==> config.mk <==
export PLATFORM = sky130hd
export DESIGN_NAME = ofs_avmm_burst_splitter
export DESIGN_NICKNAME = d
export VERILOG_FILES = /design/src/rtl/ofs_avmm_split_pkg.sv /design/src/rtl/ofs_avmm_split_len_fifo.sv /design/src/rtl/ofs_avmm_burst_splitter.sv
export SDC_FILE = /design/constraint.sdc
export NUM_CORES = 1
export LEC_CHECK = 0
export BUFFER_PORTS_ARGS = -buffer_cell sky130_fd_sc_hd__buf_4
export CAP_MARGIN = 20
export CORE_MARGIN = 10
export CORE_UTILIZATION = 35
export CTS_BUF_LIST = sky130_fd_sc_hd__clkbuf_8
export CTS_CLUSTER_DIAMETER = 50
export DETAILED_ROUTE_END_ITERATION = 16
export HOLD_SLACK_MARGIN = 0.12
export PLACE_DENSITY_LB_ADDON = 0.3
export SKIP_CTS_REPAIR_TIMING = 1
export SLEW_MARGIN = 30
export SYNTH_ARGS = -nofsm -noshare
export SYNTH_HDL_FRONTEND = slang
export SYNTH_HIERARCHICAL = 1
export SYNTH_SLANG_ARGS = --single-unit
export TNS_END_PERCENT = 5
==> constraint.sdc <==
create_clock -name clk -period 3.5 [get_ports clk]
set_input_delay 0.35 -clock clk [delete_from_list [all_inputs] [get_ports clk]]
set_output_delay 0.35 -clock clk [all_outputs]
set_load 0.05 [all_outputs]
==> src/rtl/ofs_avmm_split_pkg.sv <==
// Shared types and helpers for the AVMM burst splitter.
package ofs_avmm_split_pkg;

    typedef enum logic [1:0] {
        IDLE     = 2'd0,
        WR_BURST = 2'd1,
        RD_BURST = 2'd2
    } split_state_t;

    function automatic int unsigned be_w(input int unsigned data_w, input int unsigned symb_w);
        return data_w / symb_w;
    endfunction

endpackage

==> src/rtl/ofs_avmm_split_len_fifo.sv <==
// Small synchronous FIFO holding the beat count of each outstanding write burst.
module ofs_avmm_split_len_fifo #(
    parameter int unsigned DEPTH = 4,
    parameter int unsigned WIDTH = 4
) (
    input  logic             clk,
    input  logic             rst,
    input  logic             push_i,
    input  logic [WIDTH-1:0] din_i,
    input  logic             pop_i,
    output logic [WIDTH-1:0] dout_o,
    output logic             full_o,
    output logic             empty_o
);

    localparam int unsigned AW = $clog2(DEPTH);

    logic [WIDTH-1:0] mem_q [DEPTH];
    logic [AW:0]      wr_ptr_q;
    logic [AW:0]      rd_ptr_q;
    logic             do_push;
    logic             do_pop;

    assign empty_o = (wr_ptr_q == rd_ptr_q);
    assign full_o  = (wr_ptr_q[AW] != rd_ptr_q[AW]) && (wr_ptr_q[AW-1:0] == rd_ptr_q[AW-1:0]);
    assign dout_o  = mem_q[rd_ptr_q[AW-1:0]];
    assign do_push = push_i && !full_o;
    assign do_pop  = pop_i && !empty_o;

    always_ff @(posedge clk or posedge rst) begin
        if (rst) begin
            wr_ptr_q <= '0;
            rd_ptr_q <= '0;
            for (int i = 0; i < int'(DEPTH); i++) begin
                mem_q[i] <= '0;
            end
        end else begin
            if (do_push) begin
                mem_q[wr_ptr_q[AW-1:0]] <= din_i;
                wr_ptr_q                <= wr_ptr_q + (AW+1)'(1);
            end
            if (do_pop) begin
                rd_ptr_q <= rd_ptr_q + (AW+1)'(1);
            end
        end
    end

endmodule

==> src/rtl/ofs_avmm_burst_splitter.sv <==
// Splits upstream AVMM bursts into single-beat downstream transfers and folds
// per-beat write responses back into one response per burst.
module ofs_avmm_burst_splitter
    import ofs_avmm_split_pkg::*;
#(
    parameter  int unsigned DATA_W      = 64,
    parameter  int unsigned ADDR_W      = 16,
    parameter  int unsigned BURST_W     = 4,
    parameter  int unsigned SYMB_W      = 8,
    parameter  int unsigned WRRSP_DEPTH = 4,
    localparam int unsigned BE_W        = be_w(DATA_W, SYMB_W)
) (
    input  logic               clk,
    input  logic               rst,
    input  logic               s_write,
    input  logic               s_read,
    input  logic [ADDR_W-1:0]  s_address,
    input  logic [DATA_W-1:0]  s_writedata,
    input  logic [BE_W-1:0]    s_byteenable,
    input  logic [BURST_W-1:0] s_burstcount,
    output logic               s_waitrequest,
    output logic               s_readdatavalid,
    output logic [DATA_W-1:0]  s_readdata,
    output logic               s_writeresponsevalid,
    output logic               m_write,
    output logic               m_read,
    output logic [ADDR_W-1:0]  m_address,
    output logic [DATA_W-1:0]  m_writedata,
    output logic [BE_W-1:0]    m_byteenable,
    output logic               m_burstcount,
    input  logic               m_waitrequest,
    input  logic               m_readdatavalid,
    input  logic [DATA_W-1:0]  m_readdata,
    input  logic               m_writeresponsevalid
);

    split_state_t       state_q, state_d;
    logic [ADDR_W-1:0]  base_q, base_d;
    logic [BURST_W-1:0] remain_q, remain_d;
    logic [BURST_W-1:0] rsp_cnt_q, rsp_cnt_d;
    logic               wrrsp_valid_q;
    logic [BURST_W-1:0] len_c;
    logic               fifo_push_c;
    logic               fifo_pop_c;
    logic               fifo_full;
    logic               fifo_empty;
    logic [BURST_W-1:0] fifo_head;

    assign m_writedata     = s_writedata;
    assign m_byteenable    = s_byteenable;
    assign m_burstcount    = 1'b1;
    assign s_readdatavalid = m_readdatavalid;
    assign s_readdata      = m_readdata;
    assign s_writeresponsevalid = wrrsp_valid_q;

    assign len_c = (s_burstcount == '0) ? BURST_W'(1) : s_burstcount;

    ofs_avmm_split_len_fifo #(
        .DEPTH (WRRSP_DEPTH),
        .WIDTH (BURST_W)
    ) u_len_fifo (
        .clk     (clk),
        .rst     (rst),
        .push_i  (fifo_push_c),
        .din_i   (len_c),
        .pop_i   (fifo_pop_c),
        .dout_o  (fifo_head),
        .full_o  (fifo_full),
        .empty_o (fifo_empty)
    );

    // Command FSM: next state, downstream strobes and upstream backpressure
    always_comb begin
        state_d       = state_q;
        base_d        = base_q;
        remain_d      = remain_q;
        m_write       = 1'b0;
        m_read        = 1'b0;
        m_address     = base_q;
        s_waitrequest = 1'b1;
        fifo_push_c   = 1'b0;
        case (state_q)
            IDLE: begin
                if (s_write) begin
                    // A full response FIFO must also hold off the downstream write.
                    m_write       = !fifo_full;
                    m_address     = s_address;
                    s_waitrequest = m_waitrequest || fifo_full;
                    if (!s_waitrequest) begin
                        fifo_push_c = 1'b1;
                        base_d      = ADDR_W'(s_address + ADDR_W'(1));
                        remain_d    = BURST_W'(len_c - BURST_W'(1));
                        if (len_c > BURST_W'(1)) state_d = WR_BURST;
                    end
                end else if (s_read) begin
                    m_read        = 1'b1;
                    m_address     = s_address;
                    s_waitrequest = m_waitrequest;
                    if (!m_waitrequest) begin
                        base_d   = ADDR_W'(s_address + ADDR_W'(1));
                        remain_d = BURST_W'(len_c - BURST_W'(1));
                        if (len_c > BURST_W'(1)) state_d = RD_BURST;
                    end
                end
            end
            WR_BURST: begin
                m_write       = s_write;
                s_waitrequest = m_waitrequest;
                if (s_write && !m_waitrequest) begin
                    base_d   = ADDR_W'(base_q + ADDR_W'(1));
                    remain_d = BURST_W'(remain_q - BURST_W'(1));
                    if (remain_q == BURST_W'(1)) state_d = IDLE;
                end
            end
            RD_BURST: begin
                m_read = 1'b1;
                if (!m_waitrequest) begin
                    base_d   = ADDR_W'(base_q + ADDR_W'(1));
                    remain_d = BURST_W'(remain_q - BURST_W'(1));
                    if (remain_q == BURST_W'(1)) state_d = IDLE;
                end
            end
            default: state_d = IDLE;
        endcase
        if (rst) begin
            m_write       = 1'b0;
            m_read        = 1'b0;
            s_waitrequest = 1'b1;
            fifo_push_c   = 1'b0;
        end
    end

    // Response folding: count downstream responses against the head burst length
    always_comb begin
        fifo_pop_c = m_writeresponsevalid && !fifo_empty
                     && (BURST_W'(rsp_cnt_q + BURST_W'(1)) == fifo_head);
        rsp_cnt_d  = rsp_cnt_q;
        if (fifo_pop_c) begin
            rsp_cnt_d = '0;
        end else if (m_writeresponsevalid && !fifo_empty) begin
            rsp_cnt_d = BURST_W'(rsp_cnt_q + BURST_W'(1));
        end
    end

    always_ff @(posedge clk or posedge rst) begin
        if (rst) begin
            state_q       <= IDLE;
            base_q        <= '0;
            remain_q      <= '0;
            rsp_cnt_q     <= '0;
            wrrsp_valid_q <= 1'b0;
        end else begin
            state_q       <= state_d;
            base_q        <= base_d;
            remain_q      <= remain_d;
            rsp_cnt_q     <= rsp_cnt_d;
            wrrsp_valid_q <= fifo_pop_c;
        end
    end

endmodule

# [Yosys cells after proc, flatten, opt, wreduce, memory -nomap -nowiden]
# Index checks and enable logic that the tools add are counted.
[classes] add_sub_neg=7 order_cmp=4 eq_ne=13 n_mux=51 bitwise_logic=2 n_reduce_logical=17
[ops] operator="$mux W16" n=9
[ops] operator="$mux W4" n=12
[ops] operator="$pmux W16 S3" n=1
[ops] operator="$add A16 B1 Y16 const B" n=2
[ops] operator="$mux W2" n=9
[ops] operator="$bwmux W16" n=1
[ops] operator="$mux W1" n=12
[ops] operator="$pmux W4 S3" n=1
[ops] operator="$reduce_and A6 Y1" n=2
[ops] operator="$ne A3 B3 Y1 const B" n=3
[ops] operator="$bmux W4 S2" n=1
[ops] operator="$demux W4 S2" n=1
[ops] operator="$sub A4 B1 Y4 const B" n=2
[ops] operator="$logic_and A1 B1 Y1" n=7
[ops] operator="$add A3 B1 Y3 const B" n=2
[ops] operator="$ge A3 B3 Y1 const B" n=2
[ops] operator="$ne A2 B2 Y1 const B" n=3
[ops] operator="$not A2 Y3" n=2
[ops] operator="$pmux W1 S2" n=3
[ops] operator="$pmux W2 S3" n=1
[ops] operator="$add A4 B1 Y4 const B" n=1
[ops] operator="$eq A4 B1 Y1 const B" n=1
[ops] operator="$eq A4 B4 Y1" n=1
[ops] operator="$gt A4 B1 Y1 const B" n=1
[ops] operator="12 further kinds" n=14
[word_totals] regBits=49 in_bits=163 out_inout_bits=158 word_cells=105

# [Longest topological paths before layout]
[depth] depth_word=8 depth_mapped=13 mapped_depth_nobuf=8

# [By module]
# The synthesis kept the hierarchy.
[modules_own_cells] module="ofs_avmm_burst_splitter" n_inst=1 cells_per_inst=424 area_per_inst_um2=3639.7
[modules_own_cells] module="ofs_avmm_split_len_fifo" n_inst=1 cells_per_inst=86 area_per_inst_um2=1153.6

# [Worst setup path after synthesis]
# OpenSTA, ideal clock, no wires.
[synth_path] path_kind="register -> register" from="reg state_q[0]" to="reg base_q[14]" arrival_time_ps=2919 required_ps=3374 setup_slack_ps=455 stages_incl_launch_ff=14 n_path_buf=5 cell_sequence="dfrtp_1 > inv_1 > ha_1 > buf_6 > buf_6 > buf_4 > buf_2 > buf_2 > mux2_2 > ha_1 > a21boi_2 > nand3_1 > xnor2_1 > a221o_1"
[synth_via] elab_chain_cells=3
[synth_rtl] element="start: declaration" line_no="ofs_avmm_burst_splitter.sv:37" text="split_state_t state_q, state_d;"
[synth_rtl] element="start signal: assignment" line_no="ofs_avmm_burst_splitter.sv:153" text="state_q <= state_d;"
[synth_rtl] element="$eq A2 B1 Y1 (tied with other cells)" line_no="ofs_avmm_burst_splitter.sv:82" text="case (state_q)"
[synth_rtl] element="$ne A2 B2 Y1 (no line) (tied with other cells)"
[synth_rtl] element="$reduce_and A6 Y1 (no line)"
[synth_rtl] element="end signal: assignment" line_no="ofs_avmm_burst_splitter.sv:154" text="base_q <= base_d;"
[synth_rtl] element="end: declaration" line_no="ofs_avmm_burst_splitter.sv:38" text="logic [ADDR_W-1:0] base_q, base_d;"
# Parallel ways exist; a longest one is shown, timed or not.
# A chain may end at the register's enable or synchronous reset.

# [Worst setup path in the final report]
[layout_path] from="reg u_len_fifo.rd_ptr_q[0]" to="reg u_len_fifo.rd_ptr_q[1]"
[layout_via] elab_chain_cells=7
[layout_rtl] element="start: declaration" line_no="ofs_avmm_split_len_fifo.sv:20" text="logic [AW:0] rd_ptr_q;"
[layout_rtl] element="start signal: assignment" line_no="ofs_avmm_split_len_fifo.sv:43" text="rd_ptr_q <= rd_ptr_q + (AW+1)'(1);"
[layout_rtl] element="$not A2 Y3 (not written as such)" line_no="ofs_avmm_split_len_fifo.sv:26" text="assign dout_o = mem_q[rd_ptr_q[AW-1:0]];"
[layout_rtl] element="$bmux W4 S2" line_no="ofs_avmm_split_len_fifo.sv:26"
[layout_rtl] element="$mux W4 (not written as such) (2 in a row)" line_no="ofs_avmm_split_len_fifo.sv:26"
[layout_rtl] element="via fifo_head[2]" line_no="ofs_avmm_burst_splitter.sv:47" text="logic [BURST_W-1:0] fifo_head;"
[layout_rtl] element="$eq A4 B4 Y1" line_no="ofs_avmm_burst_splitter.sv:136" text="&& (BURST_W'(rsp_cnt_q + BURST_W'(1)) == fifo_head);"
[layout_rtl] element="$logic_and A1 B1 Y1" line_no="ofs_avmm_burst_splitter.sv:136"
[layout_rtl] element="via fifo_pop_c" line_no="ofs_avmm_burst_splitter.sv:44" text="logic fifo_pop_c;"
[layout_rtl] element="$logic_and A1 B1 Y1" line_no="ofs_avmm_split_len_fifo.sv:28" text="assign do_pop = pop_i && !empty_o;"
# The timed path passes the listed nets, and every way through them passes these cells. The select of a mux whose other input is x is not followed.

==> results.md <==
- Die width: 137 µm
- Max-cap check violation count: 0
- Slew margin rel.: 0.451
- Unrepaired setup endpoints after global routing: no
- Root buf cell: sky130_fd_sc_hd__clkbuf_8
- Async S/R FF share, synth: 1.00
- GR Util All Layers: 0.130
- RePlAce Congestion: 0.853
- Initial antenna violation count: 0
- CTS tree: built
- CP max FO: 9
- Number of iterations in the first detailed-routing pass: 5
- Startpoint of the worst-slack reg-to-reg timing path: u_len_fifo/rd_ptr_q[0]
- Worst reg2reg endpoint: u_len_fifo/rd_ptr_q[1]
- Clk_lat worst skew: 320 ps
- Worst hold path class: primary input to asynchronous set/reset pin
- Unique cell type count in the Yosys netlist: 73
- Max Clock Skew: 17.6 ps
- Logic depth of the worst register-to-register path: 7
- Leading cell type in the layout, fill and taps excluded: sky130_fd_sc_hd__buf_4
- Clock period minus worst slack: 3000 ps
- Via density per instance: 5.38
- Slew Limit Fails: 0
- Residual overflow from global routing: 0
- Cell Count Post-Placement: 579
- Share of post-route cells with drive strength above 1: 0.302
- Critical path endpoint category: flop
- Share of the clock period used by the worst path: 0.856
- CP Data Arrival Time: 3200 ps
- Number of synthesis warnings: 6
- Final-report setup violation count: 0
- Count of non-filler cells in the finished layout: 587
- Row count: 42
- Synthesis-to-layout area growth: -10.0%
- CTS clk-pin slew, worst paths: 110 ps
- Setup CP Type: flop to flop
- Core Box Area: 13300 µm²
- Endpoints failing hold: 0
- Leading cell types in the layout, fill and taps excluded: sky130_fd_sc_hd__buf_4, sky130_fd_sc_hd__dfrtp_1, sky130_fd_sc_hd__mux2_2
- Fill cells: 1378
- Maximum clock rate: 334 MHz
- Total wire length: 12.9 mm
- EDFF count, synth: 0
- Number of standard cells after synthesis: 510
- Via count of the first global-routing pass: 3197
- Vias post-DR: 3160
- Post-DP HPWL: 10.3 mm
- Effective utilization at floorplan: 0.359
- Seq. cell area: 1230 µm²
- Number of primary I/O pins: 321
- Die H: 137 µm
- Final instance area: 4310 µm²
- Number of inserted diodes: 0
- Synthesized net count: 687
- CTS buffer count: 5
- Input/output buffers: 45
- Combined area of the multi-input logic cells: 2340 µm²
- Dominant synthesized flop cell: sky130_fd_sc_hd__dfrtp_1
- Die area: 18800 µm²
- Maximum number of pins on one net before global-route repair: 40
- FF-to-FF setup slack: 500 ps
- Bufs on Longest Clock Path: 2
- Post-placement cell area: 4220 µm²
- Remaining routing DRC violations: 0
- Flip-flop and latch count after synthesis: 49
- Summed instance area of the synthesized netlist: 4790 µm²
- Part of the Yosys area used for sequential elements: 0.256
- Antenna violation net count after detailed routing: 0
- Worst vdd rail ir drop: 0.000475 V
- Power density normalized to cell area: 1010 nW/µm²
- Post-layout net count: 587
- CTS H-Tree Depth: 2
- Worst Max-Slew Pin Slew: 822 ps
- Pleak: 1.85 nW
- Worst endpoint required time: 3710 ps
- Total Neg Setup Slack: 0 ps
- Wire length of the first global-routing pass: 19.0 mm
- Routed length per placed instance: 22.0 µm
- Sinks on Clock Net: 49
- First DRT Iteration DRCs: 195
- Average size of a mapped cell: 9.40 µm²
- Status: finished, final reports clean
- Crit start category: flop
-- Yosys cell counts, drive strengths merged, types with 2 or more instances --
master   count  share of area
a211oi       2         0.0042
a2bb2oi      2         0.0037
nand3       13          0.016
nor3         3         0.0031
nor2b        7         0.0091
and3         4         0.0052
o22a         3         0.0055
mux2i       10          0.021
o21ai       18          0.019
o31a         2         0.0037
a21o         5         0.0078
or2          2         0.0026
a311oi       3         0.0055
o21a         2         0.0031
a41oi        2         0.0037
xor2         9          0.018
nand4b       4         0.0086
a22oi        2         0.0031
buf        150           0.24
inv         17          0.013
clkbuf       7         0.0076
ha          14          0.037
o211ai       4         0.0063
a31oi        8          0.012
o311ai       2         0.0037
a21oi       19          0.023
nand2       35          0.029
and2         3         0.0042
a211o        2         0.0039
mux2        38          0.089
xnor2       11          0.022
dfrtp       49           0.26
nand3b       3         0.0047
nor3b        2         0.0031
mux4         4          0.019
nand2b       3         0.0039
a221oi       3          0.014
nand4       11          0.021
nor2        12         0.0094
o22ai        6         0.0078
-- flip-flops by register name (all words and copies together), names as in the netlist --
| name | count |
|---|---|
| remain_q | 4 |
| state_q | 2 |
| rsp_cnt_q | 4 |
| u_len_fifo/wr_ptr_q | 3 |
| s_writeresponsevalid | 1 |
| u_len_fifo/mem_q | 16 |
| base_q | 16 |
| u_len_fifo/rd_ptr_q | 3 |
-- critical path, stage by stage, from the launching register on --
cell                        delay [ps]
sky130_fd_sc_hd__dfrtp_1           630
sky130_fd_sc_hd__mux4_2            580
sky130_fd_sc_hd__xnor2_1           300
sky130_fd_sc_hd__o211ai_1          170
sky130_fd_sc_hd__a2111oi_4         540
sky130_fd_sc_hd__inv_1             120
sky130_fd_sc_hd__a31oi_1           190
sky130_fd_sc_hd__mux2_2            350
-- routing by layer --
layer  track usage  vias to the layer above  wire (µm)
li1              -                     1457          -
met1         0.133                     1471       4370
met2         0.220                      167       6350
met3        0.0539                       65       1600
met4        0.0779                        0        591
met5             0                        -          0
-- cell type report --
class	count	area share
Sequential cell	49	0.284
Clock inverter	3	0.00522
Timing Repair Buffer	50	0.0870
Multi-Input combinational cell	287	0.542
Clock buffer	5	0.0160
Tap cell	176	0.0510
Inverter	17	0.0148
-- per-stage QoR --
step	hold WS (ps)	setup slack, ps	power [mW]	utilization
after floorplan	339	455	3.85	-
after global placement	492	641	3.96	0.316
after detailed placement	494	547	4.03	0.316
after CTS	160	509	4.39	0.323
after global routing	198	335	4.71	0.323
final	148	503	4.37	0.323
-- cell families after synthesis --
kind of cell	after synthesis	synth area share
xor+xnor	21	0.0444
fa+ha+maj	14	0.0365
buf+inv	174	0.257
simple gates	104	0.124
other cells	1	0.000782
compound gates	95	0.153
flops	49	0.256
mux	52	0.129
-- power by group --
group,switching (mW),internal (mW)
sequential,0.323,0.840
clock,0.212,0.141
combinational,1.69,1.16
-- worst max-delay path by stage --
| stage | start | end | slack [ps] | cells past startpoint |
|---|---|---|---|---|
| floorplan | state_q[0] | base_q[14] | 460 | 13 |
| global placement | u_len_fifo/rd_ptr_q[0] | u_len_fifo/rd_ptr_q[1] | 640 | 7 |
| detailed placement | u_len_fifo/rd_ptr_q[0] | u_len_fifo/rd_ptr_q[1] | 550 | 7 |
| CTS | u_len_fifo/rd_ptr_q[0] | u_len_fifo/rd_ptr_q[1] | 510 | 7 |
| global route | u_len_fifo/rd_ptr_q[0] | u_len_fifo/rd_ptr_q[1] | 340 | 7 |
| finish | u_len_fifo/rd_ptr_q[0] | u_len_fifo/rd_ptr_q[1] | 500 | 7 |
Power figures use the tool's default switching activity.
